<file path="config.mk">
export PLATFORM = sky130hd
export DESIGN_NAME = pipeline_hazard_ctrl
export DESIGN_NICKNAME = d
export VERILOG_FILES = /design/src/rtl/pipeline_hazard_ctrl.sv
export SDC_FILE = /design/constraint.sdc
export NUM_CORES = 1
export LEC_CHECK = 0
export CORE_ASPECT_RATIO = 0.5
export CORE_MARGIN = 2
export CORE_UTILIZATION = 30
export DETAILED_ROUTE_END_ITERATION = 10
export PLACE_DENSITY = 0.64
export SYNTH_ARGS = -nofsm -noshare
export SYNTH_HDL_FRONTEND = slang
export SYNTH_SLANG_ARGS = --single-unit
export TNS_END_PERCENT = 50
</file>
<file path="constraint.sdc">
create_clock -name clk -period 2.1 [get_ports clk]
set_input_delay 0.525 -clock clk [delete_from_list [all_inputs] [get_ports clk]]
set_output_delay 0.525 -clock clk [all_outputs]
set_load 0.02 [all_outputs]
</file>
<file path="src/rtl/pipeline_hazard_ctrl.sv">
// Sequencing and hazard controller for the 5-stage RV32I pipeline: start gating,
// load-use/branch stall-flush, data-memory freeze with timeout, stall-cycle counter.
module pipeline_hazard_ctrl #(
    parameter int A_WIDTH   = 5,
    parameter int TIMEOUT   = 16,
    parameter int CNT_WIDTH = 16
) (
    input  logic                 clk,
    input  logic                 rst_n,
    input  logic                 trigger,
    input  logic [A_WIDTH-1:0]   Rs1D,
    input  logic [A_WIDTH-1:0]   Rs2D,
    input  logic [A_WIDTH-1:0]   RdE,
    input  logic [1:0]           ResultSrcE,
    input  logic                 PCSrcE,
    input  logic                 MemReqM,
    input  logic                 MemReadyM,
    output logic                 StallF,
    output logic                 StallD,
    output logic                 StallE,
    output logic                 StallM,
    output logic                 FlushD,
    output logic                 FlushE,
    output logic                 FlushW,
    output logic                 running,
    output logic                 err,
    output logic [CNT_WIDTH-1:0] stall_cycles
);

    localparam int WC_W = (TIMEOUT > 2) ? $clog2(TIMEOUT) : 1;
    localparam logic [WC_W-1:0]      WC_ZERO  = {WC_W{1'b0}};
    localparam logic [WC_W-1:0]      WC_ONE   = WC_W'(1);
    localparam logic [WC_W-1:0]      WC_LAST  = WC_W'(TIMEOUT - 1);
    localparam logic [CNT_WIDTH-1:0] CNT_MAX  = {CNT_WIDTH{1'b1}};
    localparam logic [CNT_WIDTH-1:0] CNT_ONE  = CNT_WIDTH'(1);
    localparam logic [CNT_WIDTH-1:0] CNT_ZERO = {CNT_WIDTH{1'b0}};

    typedef enum logic [1:0] {
        ST_IDLE    = 2'b00,
        ST_RUN     = 2'b01,
        ST_MEMWAIT = 2'b10,
        ST_ERROR   = 2'b11
    } state_t;

    state_t               state_r;
    state_t               state_s;
    logic [WC_W-1:0]      wait_cnt_r;
    logic [WC_W-1:0]      wait_cnt_s;
    logic [CNT_WIDTH-1:0] stall_cycles_r;
    logic                 running_r;
    logic                 err_r;
    logic                 lw_s;
    logic                 freeze_s;
    logic                 active_s;

    // Saturating increment for the performance counter.
    function automatic logic [CNT_WIDTH-1:0] sat_inc(input logic [CNT_WIDTH-1:0] v);
        if (v == CNT_MAX) begin
            sat_inc = v;
        end else begin
            sat_inc = v + CNT_ONE;
        end
    endfunction

    // Hazard detection terms.
    always_comb begin
        lw_s     = (ResultSrcE == 2'b01) && (RdE != {A_WIDTH{1'b0}})
                   && ((RdE == Rs1D) || (RdE == Rs2D));
        freeze_s = MemReqM && !MemReadyM;
        active_s = (state_r == ST_RUN) || (state_r == ST_MEMWAIT);
    end

    // Next-state, wait counter and Mealy stall/flush decode.
    always_comb begin
        state_s    = state_r;
        wait_cnt_s = wait_cnt_r;
        StallF     = 1'b0;
        StallD     = 1'b0;
        StallE     = 1'b0;
        StallM     = 1'b0;
        FlushD     = 1'b0;
        FlushE     = 1'b0;
        FlushW     = 1'b0;
        case (state_r)
            ST_IDLE: begin
                StallF = 1'b1;
                StallD = 1'b1;
                FlushD = 1'b1;
                FlushE = 1'b1;
                if (trigger) begin
                    state_s = ST_RUN;
                end else begin
                    state_s = ST_IDLE;
                end
                wait_cnt_s = WC_ZERO;
            end
            ST_RUN, ST_MEMWAIT: begin
                // A memory freeze holds the whole front end; a pending branch stays in E.
                if (freeze_s) begin
                    StallF = 1'b1;
                    StallD = 1'b1;
                    StallE = 1'b1;
                    StallM = 1'b1;
                    FlushW = 1'b1;
                end else begin
                    StallF = lw_s;
                    StallD = lw_s;
                    FlushD = PCSrcE;
                    FlushE = lw_s | PCSrcE;
                end
                if (!freeze_s) begin
                    state_s    = ST_RUN;
                    wait_cnt_s = WC_ZERO;
                end else if (state_r == ST_RUN) begin
                    state_s    = ST_MEMWAIT;
                    wait_cnt_s = WC_ONE;
                end else if (wait_cnt_r == WC_LAST) begin
                    state_s    = ST_ERROR;
                    wait_cnt_s = wait_cnt_r;
                end else begin
                    state_s    = ST_MEMWAIT;
                    wait_cnt_s = wait_cnt_r + WC_ONE;
                end
            end
            ST_ERROR: begin
                StallF     = 1'b1;
                StallD     = 1'b1;
                StallE     = 1'b1;
                StallM     = 1'b1;
                FlushW     = 1'b1;
                state_s    = ST_ERROR;
                wait_cnt_s = wait_cnt_r;
            end
            default: begin
                StallF     = 1'b1;
                StallD     = 1'b1;
                FlushD     = 1'b1;
                FlushE     = 1'b1;
                state_s    = ST_IDLE;
                wait_cnt_s = WC_ZERO;
            end
        endcase
    end

    // State, wait counter and registered status decodes.
    always_ff @(posedge clk or negedge rst_n) begin
        if (!rst_n) begin
            state_r    <= ST_IDLE;
            wait_cnt_r <= WC_ZERO;
            running_r  <= 1'b0;
            err_r      <= 1'b0;
        end else begin
            state_r    <= state_s;
            wait_cnt_r <= wait_cnt_s;
            running_r  <= (state_s == ST_RUN) || (state_s == ST_MEMWAIT);
            err_r      <= (state_s == ST_ERROR);
        end
    end

    // Stall-cycle performance counter; frozen outside RUN/MEMWAIT.
    always_ff @(posedge clk or negedge rst_n) begin
        if (!rst_n) begin
            stall_cycles_r <= CNT_ZERO;
        end else if (active_s && StallF) begin
            stall_cycles_r <= sat_inc(stall_cycles_r);
        end else begin
            stall_cycles_r <= stall_cycles_r;
        end
    end

    assign running      = running_r;
    assign err          = err_r;
    assign stall_cycles = stall_cycles_r;

endmodule

</file>
* Word-level counts from Yosys, hierarchy flattened
Index checks and enable logic that the tools add are counted.
** Storage, ports and cells
- Register bits :: 24
- Bits in latches :: 0
- RAM bits :: 0
- ROM bits :: 0
- Output and inout bits :: 25
- Logic and storage cells :: 53
- Memories kept :: 0
** Cells by class
- Add/subtract/negate cells :: 2
- Multiply operators :: 0
- Divide/modulo/power cells :: 0
- Magnitude comparators :: 0
- Equal/unequal tests :: 12
- Shift-type cells :: 0
- Mux-type cells :: 17
- Bitwise logic cells :: 3
- Reductions and logical operators :: 14
** Operators with widths (count)
- adder 16 x 1 -> 16 bit (second input constant) :: 1
- equality test 16 bit (second input constant) :: 1
- two-way mux 4 bit :: 3
- equality test 5 bit :: 2
- equality test 2 bit (second input constant) :: 4
- case mux 1 bit (2 select lines) :: 4
- case mux 4 bit (2 select lines) :: 1
- two-way mux 1 bit :: 7
- equality test 2 x 1 -> 1 bit (second input constant) :: 3
- case mux 2 bit (3 select lines) :: 1
- nonzero test 5 bit :: 1
- adder 4 x 1 -> 4 bit (second input constant) :: 1
- equality test 4 bit (second input constant) :: 1
- logical AND 1 bit :: 4
- inequality test 4 bit (second input constant) :: 1
- AND reduction 2 bit :: 2
- OR reduction 2 bit :: 2
- logical OR 1 bit :: 3
- zero test 2 bit :: 1
- two-way mux 2 bit :: 1
- NOT 1 bit :: 2
- zero test 1 bit :: 1
- OR 1 bit :: 1

* Longest topological paths before layout
Gate-level depths: netlist (run 1).
- Depth in word-level cells :: 7
- Gate-level depth with buffers :: 9

* Worst setup path after synthesis (run 1)
Ideal clock, no wire load.
- Kind :: reg-to-output
- Start point :: register state_r[0]
- End point :: output StallE
- Arrival time :: 1.699 ns
- Required time :: 1.575 ns
- Path slack :: -0.124 ns
- Cell stages (with the launch flop) :: 7
- Buffers on the path :: 2
- Cells stage by stage :: dfrtp_1 inv_1 ha_1 clkbuf_1 a21oi_1 nor2_1 buf_4
** On the way
- Longest elaborated chain between the ends :: 3
** Ends and longest elaborated chain
- from (decl) :: RTL line 45 : state_t state_r;
- from (signal assigned) :: RTL line 153 : state_r <= state_s;
- equality test 2 x 1 -> 1 bit / equality test 2 bit (equally long branches)
- OR reduction 2 bit
- case mux 1 bit (2 select lines) (*)
- to (decl) :: RTL line 20 : output logic StallE,
Every way passes the cells marked *; elsewhere a longest branch is shown, timed or not.

* Final worst setup path (run 1)
- Start point :: input Rs2D[3]
- End point :: output FlushE
** On the way
- Longest elaborated chain between the ends :: 6
** Ends and longest elaborated chain
- from (decl) :: RTL line 12 : input logic [A_WIDTH-1:0] Rs2D,
- equality test 5 bit :: RTL line 68 : && ((RdE == Rs1D) || (RdE == Rs2D));
- logical OR 1 bit :: RTL line 68
- logical AND 1 bit :: RTL line 68
- OR 1 bit :: RTL line 109 : FlushE = lw_s | PCSrcE;
- two-way mux 1 bit :: RTL line 99 : if (freeze_s) begin
- case mux 1 bit (2 select lines) :: RTL line 84 : case (state_r)
- to (decl) :: RTL line 23 : output logic FlushE,
Every way passes these cells.

==> impl_metrics.csv, run 1 <==
group,metric,value,unit
synthesis,ys.flop_type,"dfrtp_1",
synthesis,syn_avg_cell_area,9.48,sq um
drt,firstDrtPassIters,4,
critical_path,cp_max_fo,2,
finish,fin_nets,251,
job,cap_violations,0,
floorplanning,rows,17,
placement,numPortBuffers,47,
sta,finalCritPeriodShare,0.977,
drt,route.detailed.drc,0,
cts,clock-root-buffer,"clkbuf_8",
finish,layout-drive-gt1-share,0.376,
synthesis,synth_nets,178,
drt,drt-vias-per-instance,4.76,
floorplanning,die_x,101,um
critical_path,crit_required,1.57,ns
drt,drt-total-wl,3650,um
cts,clkLatencyLatePin,0.26,ns
drt,ant_nets,0,
floorplanning,die_h,52.5,um
synthesis,ys_async_sr_fraction,1.00,
drt,dr_total_vias,1323,
synthesis,synth.yosys.seq_area_share,0.425,
grt,grt_use_total,0.140,
grt,grt_pass1_wl,5790,um
finish,insertedDiodeCount,0,
floorplanning,core_area,0.00447,sq mm
synthesis,synth_edf_count,0,
placement,gp_congestion,0.782,
cts,cts_tree,"built",
placement,place_ws,-0.870,ns
sta,hold_viol,0,
synthesis,synth_cells,149,
critical_path,startpoint_type,"primary input",
hold_path,hold_path.class,"flop to flop",
sta,period_needed,2.05,ns
finish,fin_area,0.00232,sq mm
synthesis,synth_area,0.00141,sq mm
drt,wl_per_cell,13.1,um
sta,setup_slack,0.0477,ns
grt,grt_pass1_vias,1329,
sta,max-slew-margin-rel,0.749,
cts,clock_path_buffers,2,
grt,grt_max_degree,25,
cts,htree_levels,1,
sta,clock_skew,0.00489,ns
cts,clk_pin_slew_worst_paths,0.08,ns
run_status,status,"completed",
pwr,ir_drop,0.000444,V
hold_path,min_path_cells,1,
sta,worst_pin_slew,0.371,ns
sta,fmax,487,MHz
synthesis,synthDistinctLibCells,35,
placement,place_area,0.00208,sq mm
floorplanning,ios,48,
floorplanning,start_util,0.316,
floorplanning,dieArea,0.00531,sq mm
cts,cts.sinks,24,
synthesis,synth-seq-cells,24,
grt,antenna_found_initial,0,
synthesis,ys_warn_count,0,
pwr,p_per_area,918,mW/mm^2
cts,numCtsBuffers,3,
critical_path,worst-setup-path-type,"primary input to primary output",
sta,setup_viol,0,
placement,hpwl,2690,um
pwr,p_leak,0.00108,uW
grt,overflow,0,
critical_path,endpoint_kind,"primary output",
drt,drtIter0Drc,39,
finish,area_delta_synth_final,64.5,%
critical_path,r2r_cells,8,
sta,drv_slew,0,
critical_path,arrival,1.53,ns
routing by layer:
metal / track usage / wire (um)
met1: 0.163 / 1600
met2: 0.260 / 1930
met3: 0.0293 / 98
met4: 0.0473 / 27
met5: 0 / 0
through the flow:
| step | TNS, ns | hold slack (ns) | total power, uW | utilization | cells |
|---|---|---|---|---|---|
| after floorplan | 0 | 0.229 | 1190 | - | 149 |
| after global placement | -8.37 | 0.477 | 1670 | 0.466 | 269 |
| after detailed placement | -9.36 | 0.484 | 1680 | 0.466 | 269 |
| after CTS | -0.0383 | 0.498 | 2070 | 0.496 | 277 |
| after global routing | -0.0136 | 0.517 | 2280 | 0.520 | 278 |
| final | 0 | 0.495 | 2130 | 0.520 | 278 |
path summary, 6_finish.rpt:
kind                                       from  slack (ns)              end
max in group asynchronous                 rst_n        1.23  stall_cycles[9]
worst max register to register  stall_cycles[0]        0.25  stall_cycles[7]
min in group asynchronous                 rst_n        0.62    wait_cnt_r[3]
worst min register to register  stall_cycles[5]        0.50  stall_cycles[5]
worst min-delay path            stall_cycles[5]        0.50  stall_cycles[5]
worst max-delay path                    Rs2D[3]        0.05           FlushE
cells in the mapped netlist, types with 2 or more instances:
library cell  number  share of area
xnor2_1           12          0.074
o21ai_0            4          0.014
nor3_1             4          0.014
o22ai_1            2         0.0089
a21oi_1            6          0.021
nand2b_1           2         0.0089
nor2_1            13          0.035
inv_1              7          0.019
nand3_1           12          0.043
nand4_1            6          0.027
ha_1               6          0.053
nand2_1           12          0.032
dfrtp_1           24           0.43
mux2_2             2          0.016
xor2_1            12          0.074
clkbuf_1           2         0.0053
nor2b_1            2         0.0089
nor3_2             2          0.014
buf_4              3          0.016
worst max-delay path: stages:
cell and delay (ns):
dlygate4sd2_1 0.24, xnor2_1 0.13, nand2_1 0.10, o22ai_4 0.14, nand2_2 0.11, o22ai_2 0.14
buf_6 0.14
kinds of logic (layout without fill, tap and decap cells):
family | count (synthesis) | after routing | synth area share
simple gates | 60 | 60 | 0.220
compound gates | 19 | 19 | 0.0859
buf+inv | 14 | 86 | 0.0514
flops | 24 | 24 | 0.425
mux | 2 | 2 | 0.0159
xor+xnor | 24 | 24 | 0.149
fa+ha+maj | 6 | 6 | 0.0531
sequential cells by signal, indices dropped and copies added, names as in the netlist:
register,count
err,1
state_r,2
running,1
stall_cycles,16
wait_cnt_r,4
report_power, final:
group	leakage [uW]	internal, uW	total [uW]	switching [uW]
clock network	0.0000288	167	310	142
registers	0.000324	545	628	82.8
logic	0.000731	607	1200	589
repair_timing:
item	4_1_cts	5_1_grt
buffers inserted	4	1
gates resized for setup	70	59
pin swaps	18	17
hold buffers	0	0
setup endpoints to repair	20	22
hold endpoints to repair	0	0
layout make-up:
class / instances / area [sq um]
Fill cell: 380 / 2140
Timing Repair Buffer: 75 / 638
Clock buffer: 4 / 55.1
Multi-Input combinational cell: 111 / 932
Tap cell: 57 / 71.3
Sequential cell: 24 / 601
Inverter: 7 / 26.3
placed cells by master (no fill, tap or decap), types with 2 or more instances in the layout:
| cell | instances |
|---|---|
| buf_4 | 28 |
| dfrtp_1 | 24 |
| clkdlybuf4s50_1 | 21 |
| nor2_1 | 12 |
| xor2_1 | 12 |
| nand2_1 | 11 |
| nand3_1 | 9 |
| clkbuf_2 | 9 |
| buf_6 | 9 |
| inv_1 | 7 |
| xnor2_2 | 6 |
| nand4_1 | 6 |
| xnor2_1 | 5 |
| ha_1 | 5 |
| o21ai_0 | 4 |
| nor3_2 | 4 |
| clkbuf_8 | 4 |
| a21oi_1 | 3 |
| nand3_2 | 3 |
| dlygate4sd2_1 | 3 |
| a21oi_2 | 2 |
| nand2b_4 | 2 |
| nor3_1 | 2 |
| mux2_2 | 2 |
| dlymetal6s2s_1 | 2 |
| buf_2 | 2 |
No activity file was read; power rests on OpenSTA's default activity.
==> run 2: changes to the inputs <==
CELL_PAD_IN_SITES_DETAIL_PLACEMENT = 0   (was default)
CELL_PAD_IN_SITES_GLOBAL_PLACEMENT = 2   (was default)
CORE_UTILIZATION = 26   (was 30)
PLACE_DENSITY = 0.85   (was 0.64)
==> run 2 against run 1 <==
Net effect: critical path depth unchanged; first-iteration DRC count is 77% lower; cell count increased by 3.6%; critical endpoint unchanged; die area rose by 14%; fmax decreased by 0.37%; clock power rose by 31%; critical path type unchanged; register-to-register slack got worse by 0.02 ns.
==> impl_metrics.csv, run 2 (synthesized netlist as in run 1, its figures left out) <==
group,metric,value,unit
cts,clk_pin_slew_worst_paths,0.08,ns
finish,fin_area,0.00225,sq mm
floorplanning,die_h,56.1,um
drt,drt-met1-wl,1510,um
drt,drtIter0Drc,9,
critical_path,cp_max_fo,2,
critical_path,slowest_delay,0.19,ns
sta,clock_skew,0.00448,ns
grt,grt_pass1_vias,1302,
grt,grt_use_total,0.120,
critical_path,worst-setup-path-type,"primary input to primary output",
placement,hpwl,2610,um
finish,final_cell_mix,"27 x buf_4, 24 x dfrtp_1, 21 x clkdlybuf4s50_1",
drt,drt-total-wl,3500,um
cts,clock-root-buffer,"clkbuf_8",
finish,area_delta_synth_final,59.4,%
sta,finalCritPeriodShare,0.981,
critical_path,crit_chain,"clkdlybuf4s15_1 > xnor2_1 > nand3_1 > o22ai_2 > nand2_2 > o22ai_2 > buf_6",
sta,drv_slew,0,
sta,hold_viol,0,
drt,route.detailed.drc,0,
drt,drt-vias-per-instance,4.45,
critical_path,r2r_cells,8,
sta,period_needed,2.06,ns
critical_path,cp.depth,7,
critical_path,crit_start,"Rs2D[0]",
finish,fillers,487,
drt,dr_wl_met3,63,um
grt,overflow,0,
floorplanning,ios,48,
drt,ant_nets,0,
critical_path,reg2reg_from,"stall_cycles[0]",
pwr,ir_drop,0.000547,V
grt,grt_max_degree,25,
cts,numCtsBuffers,3,
floorplanning,rows,18,
sta,worst_pin_slew,0.374,ns
grt,grt_pass1_wl,5810,um
floorplanning,dieArea,0.00607,sq mm
placement,place_ws,-0.826,ns
critical_path,endpoint_kind,"primary output",
cts,clkLatencyLatePin,0.27,ns
floorplanning,core_area,0.00507,sq mm
critical_path,crit_buf_inv,2,
cts,clock_path_buffers,2,
cts,cts.sinks,24,
critical_path,crit_slowest_cell,"clkdlybuf4s15_1",
critical_path,crit_required,1.57,ns
pwr,total_power,2180,uW
run_status,status,"completed",
drt,wl_per_cell,12.2,um
job,cap_violations,0,
sta,worst_hold_slack,0.504,ns
floorplanning,die_x,108,um
cts,cts_tree,"built",
critical_path,arrival,1.53,ns
critical_path,critPathCapture,"FlushE",
hold_path,hold_path.class,"flop to flop",
pwr,p_per_area,969,mW/mm^2
critical_path,r2r_end,"stall_cycles[7]",
pwr,p_leak,0.00104,uW
floorplanning,start_util,0.279,
sta,fmax,485,MHz
placement,gp_congestion,0.769,
placement,place_area,0.00210,sq mm
sta,max-slew-margin-rel,0.750,
grt,antenna_found_initial,0,
cts,htree_levels,1,
sta,setup_viol,0,
drt,firstDrtPassIters,3,
finish,largest_reg_flops,16,
drt,top_layer_used,"met4",
finish,fin_nets,248,
critical_path,crit_family,"buffers and inverters",
finish,insertedDiodeCount,0,
critical_path,ff2ff_setup_slack,0.23,ns
critical_path,startpoint_type,"primary input",
sta,setup_slack,0.0400,ns
placement,numPortBuffers,47,
critical_path,crit_top_cell,"o22ai_2",
drt,route.met2.wl,1890,um
finish,final_common_cell,"buf_4",
finish,layout-drive-gt1-share,0.294,
drt,dr_total_vias,1281,
[run 2: worst reg2reg max path: stages, from the launching register on]
cell	delay, ns
dfrtp_1	0.42
ha_1	0.21
nand2_1	0.08
or2_1	0.25
o31a_1	0.25
o211ai_2	0.15
buf_4	0.20
nor2_1	0.05
xor2_1	0.14
[run 2: stage by stage]
stage,instances,TNS (ns),util
CTS,288,-0.00108,0.436
global route,288,-0.0265,0.444
detailed placement,282,-9.42,0.414
global placement,282,-9.33,0.414
floorplan,149,0,-
finish,288,0,0.444
[run 2: report_power, final]
part | switching, uW | internal, uW
clock | 152 | 255
sequential | 69.9 | 545
combinational | 579 | 582
[run 2: cell type report]
type | instances | area (sq um) | area share
Tap cell | 70 | 87.6 | 0.0389
Sequential cell | 24 | 601 | 0.267
Clock buffer | 3 | 41.3 | 0.0183
Inverter | 7 | 26.3 | 0.0117
Multi-Input combinational cell | 111 | 843 | 0.374
Clock inverter | 1 | 30.0 | 0.0133
Timing Repair Buffer | 72 | 623 | 0.277
[run 2: per-layer routing]
layer,vias up,global-route usage
met4,0,0.0330
met5,-,0
li1,651,-
met3,5,0.0269
met1,615,0.140
met2,10,0.220
[run 2: timing repair]
| item | in CTS | in global routing |
|---|---|---|
| resized for setup | 69 | 26 |
| hold buffers | 0 | 0 |
| pin swaps | 18 | 14 |
| endpoints found under the setup margin | 20 | 13 |
| gates cloned | 0 | 0 |
| buffers inserted | 2 | 0 |
[run 2: how the worst min path moves through the flow]
stage | start | end | slack (ns) | depth (start not counted)
after floorplan | rst_n | err | 0.23 | 0
after global placement | stall_cycles[15] | stall_cycles[15] | 0.48 | 1
after detailed placement | stall_cycles[15] | stall_cycles[15] | 0.49 | 1
after CTS | stall_cycles[15] | stall_cycles[15] | 0.51 | 1
after global routing | stall_cycles[15] | stall_cycles[15] | 0.51 | 1
final | stall_cycles[15] | stall_cycles[15] | 0.50 | 1
